==> config.mk <==
export PLATFORM = sky130hd
export DESIGN_NAME = issue_ctrl
export DESIGN_NICKNAME = d
export VERILOG_FILES = /design/src/rtl/issue_pkg.sv /design/src/rtl/issue_ctrl_scoreboard.sv /design/src/rtl/issue_ctrl.sv
export SDC_FILE = /design/constraint.sdc
export NUM_CORES = 1
export LEC_CHECK = 0
export ABC_AREA = 1
export CORE_AREA = 2 2 125 127
export DETAILED_ROUTE_END_ITERATION = 10
export DIE_AREA = 0 0 127 129
export PLACE_DENSITY = 0.83
export SLEW_MARGIN = 20
export SYNTH_ARGS = -nofsm -noshare
export SYNTH_HDL_FRONTEND = slang
export SYNTH_HIERARCHICAL = 1
export SYNTH_SLANG_ARGS = --single-unit
==> constraint.sdc <==
create_clock -name clk -period 3.4 [get_ports clk]
set_clock_uncertainty 0.1 [all_clocks]
set_input_delay 0.68 -clock clk [delete_from_list [all_inputs] [get_ports clk]]
set_output_delay 0.68 -clock clk [all_outputs]
set_load 0.1 [all_outputs]
==> src/rtl/issue_pkg.sv <==
// Shared types, instruction-type codes and op-code classification for the issue controller.
package issue_pkg;

    typedef enum logic {
        EMPTY = 1'b0,
        HELD  = 1'b1
    } hold_state_t;

    typedef enum logic {
        LU_IDLE = 1'b0,
        LU_BUSY = 1'b1
    } lu_state_t;

    // instr_type codes, kept in step with the decoder's definitions
    localparam logic [3:0] NOTYPE = 4'd0;
    localparam logic [3:0] RTYPE  = 4'd1;
    localparam logic [3:0] ITYPE  = 4'd2;
    localparam logic [3:0] STYPE  = 4'd3;
    localparam logic [3:0] SBTYPE = 4'd4;
    localparam logic [3:0] UTYPE  = 4'd5;
    localparam logic [3:0] UJTYPE = 4'd6;

    // Long-unit op codes
    localparam logic [10:0] MUL    = 11'd10;
    localparam logic [10:0] MULH   = 11'd11;
    localparam logic [10:0] MULHSU = 11'd12;
    localparam logic [10:0] MULHU  = 11'd13;
    localparam logic [10:0] DIV    = 11'd4;

    typedef struct packed {
        logic [4:0]  rd;
        logic [4:0]  rs1;
        logic [4:0]  rs2;
        logic [31:0] imm;
        logic [10:0] alu_op;
        logic [3:0]  typ;
        logic        reg_write;
    } instr_t;

    function automatic logic uses_rs1(input logic [3:0] typ);
        return (typ == RTYPE) || (typ == SBTYPE) || (typ == STYPE) || (typ == ITYPE);
    endfunction

    function automatic logic uses_rs2(input logic [3:0] typ);
        return (typ == RTYPE) || (typ == SBTYPE) || (typ == STYPE);
    endfunction

    function automatic logic is_mul(input logic [10:0] op);
        return (op == MUL) || (op == MULH) || (op == MULHSU) || (op == MULHU);
    endfunction

    function automatic logic is_div(input logic [10:0] op);
        return op == DIV;
    endfunction

endpackage

==> src/rtl/issue_ctrl_scoreboard.sv <==
// 32-entry pending-destination scoreboard; x0 is never marked, set beats clear on the same index.
module scoreboard (
    input  logic       clk,
    input  logic       reset,
    input  logic       set_en,
    input  logic [4:0] set_idx,
    input  logic       clr_en,
    input  logic [4:0] clr_idx,
    input  logic [4:0] rs1_idx,
    input  logic [4:0] rs2_idx,
    input  logic [4:0] rd_idx,
    output logic       rs1_pend,
    output logic       rs2_pend,
    output logic       rd_pend
);

    logic [31:0] pend;
    logic [31:0] pend_nxt;

    always_comb begin
        pend_nxt = pend;
        if (clr_en && (clr_idx != 5'd0))
            pend_nxt[clr_idx] = 1'b0;
        if (set_en && (set_idx != 5'd0))
            pend_nxt[set_idx] = 1'b1;
    end

    always_ff @(posedge clk or negedge reset) begin
        if (!reset)
            pend <= '0;
        else
            pend <= pend_nxt;
    end

    assign rs1_pend = pend[rs1_idx];
    assign rs2_pend = pend[rs2_idx];
    assign rd_pend  = pend[rd_idx];

endmodule

==> src/rtl/issue_ctrl.sv <==
// Single-entry issue stage: holds one decoded instruction until RAW/WAW/structural hazards clear.
module issue_ctrl
    import issue_pkg::*;
#(
    parameter int MUL_LAT = 3,
    parameter int DIV_LAT = 16
) (
    input  logic        clk,
    input  logic        reset,
    input  logic        dec_valid,
    output logic        dec_ready,
    input  logic [4:0]  dec_rd,
    input  logic [4:0]  dec_rs1,
    input  logic [4:0]  dec_rs2,
    input  logic [31:0] dec_imm,
    input  logic [10:0] dec_alu_op,
    input  logic [3:0]  dec_type,
    input  logic        dec_reg_write,
    output logic        iss_valid,
    input  logic        iss_ready,
    output logic [4:0]  iss_rd,
    output logic [4:0]  iss_rs1,
    output logic [4:0]  iss_rs2,
    output logic [31:0] iss_imm,
    output logic [10:0] iss_alu_op,
    output logic [3:0]  iss_type,
    output logic        iss_reg_write,
    input  logic        wb_valid,
    input  logic [4:0]  wb_rd,
    input  logic        flush,
    output logic        lu_busy,
    output logic [31:0] stall_cnt
);

    localparam int LAT_MAX = (MUL_LAT > DIV_LAT) ? MUL_LAT : DIV_LAT;
    localparam int CW      = $clog2(LAT_MAX + 1);

    hold_state_t hold_st, hold_nxt;
    lu_state_t   lu_st, lu_nxt;
    instr_t      hold;
    logic [CW-1:0] lu_cnt, lu_cnt_nxt;

    logic hold_valid;
    logic issue_fire;
    logic accept;
    logic hazard;
    logic long_op;
    logic rs1_pend, rs2_pend, rd_pend;

    scoreboard u_sb (
        .clk      (clk),
        .reset    (reset),
        .set_en   (issue_fire && hold.reg_write),
        .set_idx  (hold.rd),
        .clr_en   (wb_valid),
        .clr_idx  (wb_rd),
        .rs1_idx  (hold.rs1),
        .rs2_idx  (hold.rs2),
        .rd_idx   (hold.rd),
        .rs1_pend (rs1_pend),
        .rs2_pend (rs2_pend),
        .rd_pend  (rd_pend)
    );

    // Hazards read the registered scoreboard only; no write-back bypass.
    always_comb begin
        long_op = is_mul(hold.alu_op) || is_div(hold.alu_op);
        hazard  = (uses_rs1(hold.typ) && rs1_pend)
               || (uses_rs2(hold.typ) && rs2_pend)
               || (hold.reg_write && rd_pend)
               || (long_op && lu_busy);
    end

    // ---------------- holding FSM ----------------
    always_ff @(posedge clk or negedge reset) begin
        if (!reset)
            hold_st <= EMPTY;
        else
            hold_st <= hold_nxt;
    end

    always_comb begin
        hold_nxt = hold_st;
        case (hold_st)
            EMPTY: if (accept) hold_nxt = HELD;
            HELD: begin
                if (flush)
                    hold_nxt = EMPTY;
                else if (issue_fire && !accept)
                    hold_nxt = EMPTY;
            end
            default: hold_nxt = EMPTY;
        endcase
    end

    // dec_ready is gated by reset so every output reads 0 while reset is held.
    always_comb begin
        hold_valid = (hold_st == HELD);
        iss_valid  = hold_valid && !hazard && !flush;
        issue_fire = iss_valid && iss_ready;
        dec_ready  = reset && !flush && (!hold_valid || issue_fire);
    end

    assign accept = dec_valid && dec_ready;

    always_ff @(posedge clk or negedge reset) begin
        if (!reset)
            hold <= '0;
        else if (accept)
            hold <= '{rd: dec_rd, rs1: dec_rs1, rs2: dec_rs2, imm: dec_imm,
                      alu_op: dec_alu_op, typ: dec_type, reg_write: dec_reg_write};
    end

    assign iss_rd        = hold.rd;
    assign iss_rs1       = hold.rs1;
    assign iss_rs2       = hold.rs2;
    assign iss_imm       = hold.imm;
    assign iss_alu_op    = hold.alu_op;
    assign iss_type      = hold.typ;
    assign iss_reg_write = hold.reg_write;

    // ---------------- long-unit timer ----------------
    always_ff @(posedge clk or negedge reset) begin
        if (!reset) begin
            lu_st  <= LU_IDLE;
            lu_cnt <= '0;
        end else begin
            lu_st  <= lu_nxt;
            lu_cnt <= lu_cnt_nxt;
        end
    end

    // Busy for exactly LAT cycles after the issuing edge: leave BUSY as the count hits 0.
    always_comb begin
        lu_nxt     = lu_st;
        lu_cnt_nxt = lu_cnt;
        case (lu_st)
            LU_IDLE: begin
                if (issue_fire && long_op) begin
                    lu_nxt     = LU_BUSY;
                    lu_cnt_nxt = is_div(hold.alu_op) ? CW'(DIV_LAT) : CW'(MUL_LAT);
                end
            end
            LU_BUSY: begin
                lu_cnt_nxt = lu_cnt - 1'b1;
                if (lu_cnt == CW'(1))
                    lu_nxt = LU_IDLE;
            end
            default: lu_nxt = LU_IDLE;
        endcase
    end

    always_comb begin
        lu_busy = (lu_st == LU_BUSY);
    end

    // ---------------- stall counter ----------------
    always_ff @(posedge clk or negedge reset) begin
        if (!reset)
            stall_cnt <= '0;
        else if (hold_valid && !issue_fire)
            stall_cnt <= stall_cnt + 32'd1;
    end

endmodule

== Word-level counts from Yosys, hierarchy flattened ==
Index checks and enable logic that the tools add are counted.

* Add/sub/neg operators: 2
* Order comparisons: 6
* Equality and inequality tests: 11
* Mux-type cells: 22
* Bitwise logic cells: 5
* Reductions and logical operators: 36

{| class="wikitable"
|+ Operators by type and width
! operator !! count
|-
| 32-bit 2-to-1 mux || 2
|-
| 11-bit by 4-bit equality test with 1-bit output (second input constant) || 4
|-
| 32-bit by 1-bit adder with 32-bit output (second input constant) || 1
|-
| 32-bit AND || 1
|-
| 32-bit inverter || 1
|-
| 32-bit OR || 1
|-
| 5-bit by 6-bit less-than comparator with 1-bit output (second input constant) || 4
|-
| 1-bit logical AND || 18
|-
| 1-bit binary-select mux with 5-bit select || 3
|-
| 11-bit by 3-bit equality test with 1-bit output (second input constant) || 1
|-
| 1-bit logical OR || 11
|-
| 1-bit demux with 5-bit select || 2
|-
| 5-bit by 1-bit >= comparator with 1-bit output (second input constant) || 2
|-
| 1-bit 2-to-1 mux || 10
|-
| 5-bit 2-to-1 mux || 2
|-
| 5-bit one-hot mux with 2 select lines || 1
|-
| 5-bit nonzero test || 2
|-
| 4-bit by 2-bit equality test with 1-bit output (second input constant) || 2
|-
| 5-bit by 1-bit equality test with 1-bit output (second input constant) || 1
|-
| 1-bit zero test || 5
|-
| 5-bit by 1-bit subtractor with 5-bit output (second input constant) || 1
|-
| 4-bit by 1-bit equality test with 1-bit output (second input constant) || 1
|-
| 4-bit by 3-bit equality test with 1-bit output (second input constant) || 1
|-
| 1-bit one-hot mux with 2 select lines || 2
|-
| other kinds (2) || 3
|}

* Register bits after elaboration: 134
* Bits of input ports: 74
* Output and inout bits: 98
* Logic and storage cells: 94

== Longest topological paths before layout ==
* Depth in word-level cells: 20
* Depth in mapped cells: 22
* Depth with buffers taken out: 20

== Modules after synthesis ==
Netlist, hierarchy kept.

{| class="wikitable"
|+ Modules (own cells, without submodules)
! module !! times used !! cells an instance !! area an instance (um^2) !! sequential area each (um^2)
|-
| issue_ctrl || 1 || 671 || 5201.2 || 2552.4
|-
| scoreboard || 1 || 375 || 2362.3 || 800.8
|}

== Worst setup path after synthesis ==
OpenSTA, ideal clock, no wires.

* Path type: register to output
* Start: register hold (netlist bit iss_rs1[0])
* End: output dec_ready
* Arrival time: 3853 ps
* Required time: 2620 ps
* Slack: -1233 ps
* Stages on the path, launching flop included: 22
* Path buffers: 3
* Cells stage by stage: dfrtp_1 -> buf_6 -> inv_4 -> buf_6 -> nand2_1 -> nand3_1 -> nand3_1 -> nand2_1 -> nand2_1 -> nand2_1 -> nand2_1 -> nand2_1 -> nor2_1 -> nor2_1 -> nand2_1 -> nor2_1 -> nor2_2 -> nand3_2 -> nand2_4 -> inv_2 -> buf_4 -> nor2_1

* Word-level cells in the longest chain between the ends: 12

{| class="wikitable"
|+ Ends and longest elaborated chain
! item !! RTL line !! source
|-
| start, declared || issue_ctrl.sv:40 || <nowiki>instr_t hold;</nowiki>
|-
| start signal, assigned || issue_ctrl.sv:110 || <nowiki>hold <= '{rd: dec_rd, rs1: dec_rs1, rs2: dec_rs2, imm: dec_imm,</nowiki>
|-
| 1-bit binary-select mux with 5-bit select || issue_ctrl_scoreboard.sv:35 || <nowiki>assign rs1_pend = pend[rs1_idx];</nowiki>
|-
| 1-bit 2-to-1 mux (not written as such) || issue_ctrl_scoreboard.sv:35 ||
|-
| via rs1_pend || issue_ctrl.sv:48 || <nowiki>logic rs1_pend, rs2_pend, rd_pend;</nowiki>
|-
| 1-bit logical AND || issue_ctrl.sv:68 || <nowiki>hazard = (uses_rs1(hold.typ) && rs1_pend)</nowiki>
|-
| 1-bit logical OR || issue_ctrl.sv:69 || <nowiki>|| (uses_rs2(hold.typ) && rs2_pend)</nowiki>
|-
| 1-bit logical OR || issue_ctrl.sv:70 || <nowiki>|| (hold.reg_write && rd_pend)</nowiki>
|-
| 1-bit logical OR || issue_ctrl.sv:71 || <nowiki>|| (long_op && lu_busy);</nowiki>
|-
| 1-bit zero test || issue_ctrl.sv:99 || <nowiki>iss_valid = hold_valid && !hazard && !flush;</nowiki>
|-
| 1-bit logical AND (2 in a row) || issue_ctrl.sv:99 ||
|-
| 1-bit logical AND || issue_ctrl.sv:100 || <nowiki>issue_fire = iss_valid && iss_ready;</nowiki>
|-
| 1-bit logical OR || issue_ctrl.sv:101 || <nowiki>dec_ready = reset && !flush && (!hold_valid || issue_fire);</nowiki>
|-
| 1-bit logical AND || issue_ctrl.sv:101 ||
|-
| end, declared || issue_ctrl.sv:11 || <nowiki>output logic dec_ready,</nowiki>
|}

The timed path passes the listed nets, and every way through them passes these cells. The select of a mux whose other input is x is not followed.

== Final worst setup path ==
Ends and elaborated chain as after synthesis.

==> reports/metrics.json <==
{
  "final_nets": 1283,
  "synth.top_cells.by_count": "418 x nand2_1, 134 x dfrtp_1, 109 x nand3_1, 81 x o21ai_0, 73 x inv_1",
  "timing.max_cap.violations": 0,
  "grt_overflow": 0,
  "yosysUniqueCellTypes": 32,
  "compound_gate_portion_of_the_synthesized_area_pct": 6.45,
  "die_area_um2": 16400,
  "wire_length_of_the_first_global_routing_pass_mm": 36.4,
  "tritoncts": "built",
  "postLayoutCellArea_um2": 9890,
  "antenna_cells": 0,
  "cell_area_after_synthesis_um2": 7560,
  "grt_setup_unrepaired": "true",
  "ioPinCount": 172,
  "final_antenna_net_count": 0,
  "floorplan.die.height_um": 129,
  "r2r-end": "iss_imm[22]",
  "synth.top_cell.area_share_pct": 44.3,
  "fp.coreArea_um2": 15000,
  "maximum_clock_frequency_ghz": 0.295,
  "crit_path_end": "dec_ready",
  "irDropWorstVdd_mv": 0.796,
  "startpoint_of_the_lowest_slack_register_to_register_path": "iss_rs1[0]",
  "synthToLayoutAreaGrowth_pct": 30.7,
  "clock_tree.htree_level_count": 4,
  "drv_slew": 0,
  "maxSlewHeadroom_pct": 45.2,
  "insertion_delay_ns": 0.43,
  "path_delay_family": "simple AND/OR/NAND/NOR gates",
  "post_layout_nonfiller_instances": 1407,
  "synth_enable_flop_cells": 0,
  "avgSynthCellArea_um2": 7.23,
  "yosys.cell_count.top_type": "nand2_1",
  "worst_ep_arrival_time_ns": 2.61,
  "critPathCaptureType": "output port",
  "yosysWarningCount": 6,
  "minimum_period_implied_by_the_final_worst_setup_slack_ns": 3.39,
  "layout-drive-gt1-share_pct": 16.9,
  "detailedPlace.worstSlack_ns": 0.283,
  "cpMaxStageDelayCell": "dfrtp_4",
  "buffers_on_ports": 171,
  "first_pass_iters": 7,
  "chipWidth_um": 127,
  "initial_utilization_pct": 50.5,
  "asyncSetResetFlopFracSynth_pct": 100,
  "core.rowCount": 45,
  "postSynthCellCount": 1046,
  "seq_area_frac_synth_pct": 44.3,
  "xor_and_xnor_area_share_after_synthesis_pct": 2.08,
  "route.detailed.vias_per_inst": 5.56,
  "worstSetupStartpoint": "iss_rs1[0]",
  "finalSetupViolations": 0,
  "power-per-cell-area_nw_per_um2": 1090,
  "dr_wl_cell_um": 16.3,
  "route.final.wire_length_mm": 22.9,
  "start_kind": "flop",
  "worst_pin_slew_ns": 0.823,
  "hold_path_class": "in2async",
  "outcome": "finished, final reports clean",
  "crit_path_max_fanout": 8,
  "yosys.area_share.simple_pct": 38.5,
  "timing.critical_path.required_ns": 2.62,
  "cp_common_cell": "nand2_1",
  "r2r_cells": 20,
  "cts-root-buf": "clkbuf_16",
  "layout_setup_ws_ns": 0.0139,
  "dp.cells": 1364,
  "synth_top_family_by_area": "simple AND/OR/NAND/NOR gates",
  "worst_setup_path_category": "reg2out",
  "via_count_of_the_first_global_routing_pass": 7317,
  "synth_nets": 1123,
  "cts_buffers": 17,
  "layout.filler_cells": 1248,
  "synthAdderAreaFrac_pct": 0.496,
  "fin_crit_sh_pct": 99.6,
  "drc_violations": 0,
  "synthTopCellsByArea": "dfrtp_1 44%, nand2_1 21%, nand3_1 7.2%, nand4_1 5.5%, o21ai_0 5.4%",
  "worst_hold_slack_ns": 0.0358,
  "grt_util_all_layers_pct": 27.7,
  "setup.reg_to_reg.worst_slack_ns": 0.18,
  "synth-main-ff-cell": "dfrtp_1",
  "tritoncts_num_sinks": 134,
  "finalWeightedCongestion": 0.927,
  "critical_path_depth": 19,
  "cp_num_buf_inv": 3,
  "grt_max_degree": 78,
  "final_hold_viol_count": 0,
  "grt_antenna_before_repair": 1,
  "drt_iter0_markers": 896,
  "critical_path.cell_chain": "buf_12 > nand2_4 > nand3_2 > nand3_2 > nand2_2 > nand2_1 > nand2_1 > nand2_1 > nand2_2 > nand2_1 > nand2_1 > nor2_1 > nor2_1 > nor2_2 > nand3_2 > nand2_4 > inv_4 > nor2_4 > buf_12",
  "path_clk_slew_ns": 0.06,
  "critPathMaxStageDelay_ns": 0.53,
  "ys_seq_elements": 134,
  "synth.largest_area_cell": "dfrtp_1",
  "clk_path_buf_depth": 2,
  "muxShareOfSynthArea_pct": 0,
  "pleak_nw": 4.84,
  "num_vias": 7825,
  "place.detailed.hpwl_mm": 15.6,
  "placedInstanceArea_um2": 9060
}
==> sequential cells by signal, indices dropped and copies added, names as in the netlist <==
signal and flops:
iss_imm 32, iss_reg_write 1, iss_rd 5, hold_st 1, u_sb/pend 32, lu_cnt 5, iss_alu_op 11, iss_rs1 5
stall_cnt 32, lu_busy 1, iss_type 4, iss_rs2 5
==> logic make-up (layout without fill, tap and decap cells) <==
family	count (synthesis)	in the layout
adder cells (fa/ha/maj)	3	3
AO/OA/AOI/OAI	93	93
buffers and inverters	125	298
XOR/XNOR	18	18
flip-flops	134	134
AND/OR/NAND/NOR	673	673
==> worst reg2reg max path, stage by stage, from the launching register on <==
cell	delay, ns
dfrtp_4	0.53
buf_12	0.17
nand2_4	0.06
nand3_2	0.06
nand3_2	0.09
nand2_2	0.07
nand2_1	0.05
nand2_1	0.07
nand2_1	0.08
nand2_2	0.06
nand2_1	0.06
nand2_1	0.05
nor2_1	0.09
nor2_1	0.05
nor2_2	0.15
nand3_2	0.12
nand2_4	0.11
buf_4	0.19
nand3_4	0.56
nand2_1	0.31
nand2_1	0.08
==> layer usage <==
layer / up-vias / GRT usage [%] / wire length, um
li1: 3740 / - / -
met1: 3654 / 36.8 / 9590
met2: 389 / 44.5 / 10800
met3: 42 / 6.82 / 2010
met4: 0 / 10.1 / 489
met5: - / 0 / 0
==> placed cells by master, fill, tap and decap left out, types with 19 or more instances in the layout <==
cell / synthesis / layout
nand2_1: 418 / 405
nand3_1: 109 / 93
dfrtp_1: 134 / 125
buf_4: 6 / 109
clkdlybuf4s50_1: 0 / 71
inv_1: 73 / 71
nand3_2: 3 / 19
o21ai_0: 81 / 81
nor2_1: 53 / 51
nand4_1: 66 / 66
==> per-stage QoR <==
stage | setup TNS, ns | power [mW] | util (%)
6_report | 0 | 10.7 | 66.0
2_1_floorplan | -0.0840 | 7.40 | -
3_3_place_gp | 0 | 8.58 | 60.5
4_1_cts | 0 | 10.6 | 64.8
3_5_place_dp | 0 | 8.65 | 60.5
5_1_grt | -0.429 | 11.2 | 66.0
==> cell type report <==
type	count	area (um^2)	area share (%)
Multi-Input combinational cell	787	3730	37.7
Sequential cell	134	3380	34.2
Timing Repair Buffer	188	1650	16.7
Clock buffer	20	467	4.72
Inverter	78	305	3.09
Tap cell	188	235	2.38
Clock inverter	12	126	1.28
==> report_power, final <==
| group | internal [mW] | switching, mW |
|---|---|---|
| Combinational | 1.34 | 4.76 |
| Clock | 1.13 | 0.712 |
| Sequential | 2.12 | 0.672 |
| Total | 4.60 | 6.14 |
==> worst min path at each step <==
stage,endpoint,slack (ns)
after CTS,stall_cnt[28],0.04
final,iss_imm[28],0.04
after detailed placement,u_sb/pend[0],0.36
after global routing,iss_imm[28],0.05
after global placement,iss_imm[31],0.36
after floorplan,hold_st,0.28
==> repair_timing <==
item | in CTS | in global routing
hold buffers | 0 | 0
gates cloned | 0 | 1
endpoints found under the hold margin | 0 | 0
endpoints found under the setup margin | 1 | 61
gates resized for setup | 2 | 36
setup buffers | 4 | 6
pin swaps | 2 | 33
Power figures use the tool's default switching activity.
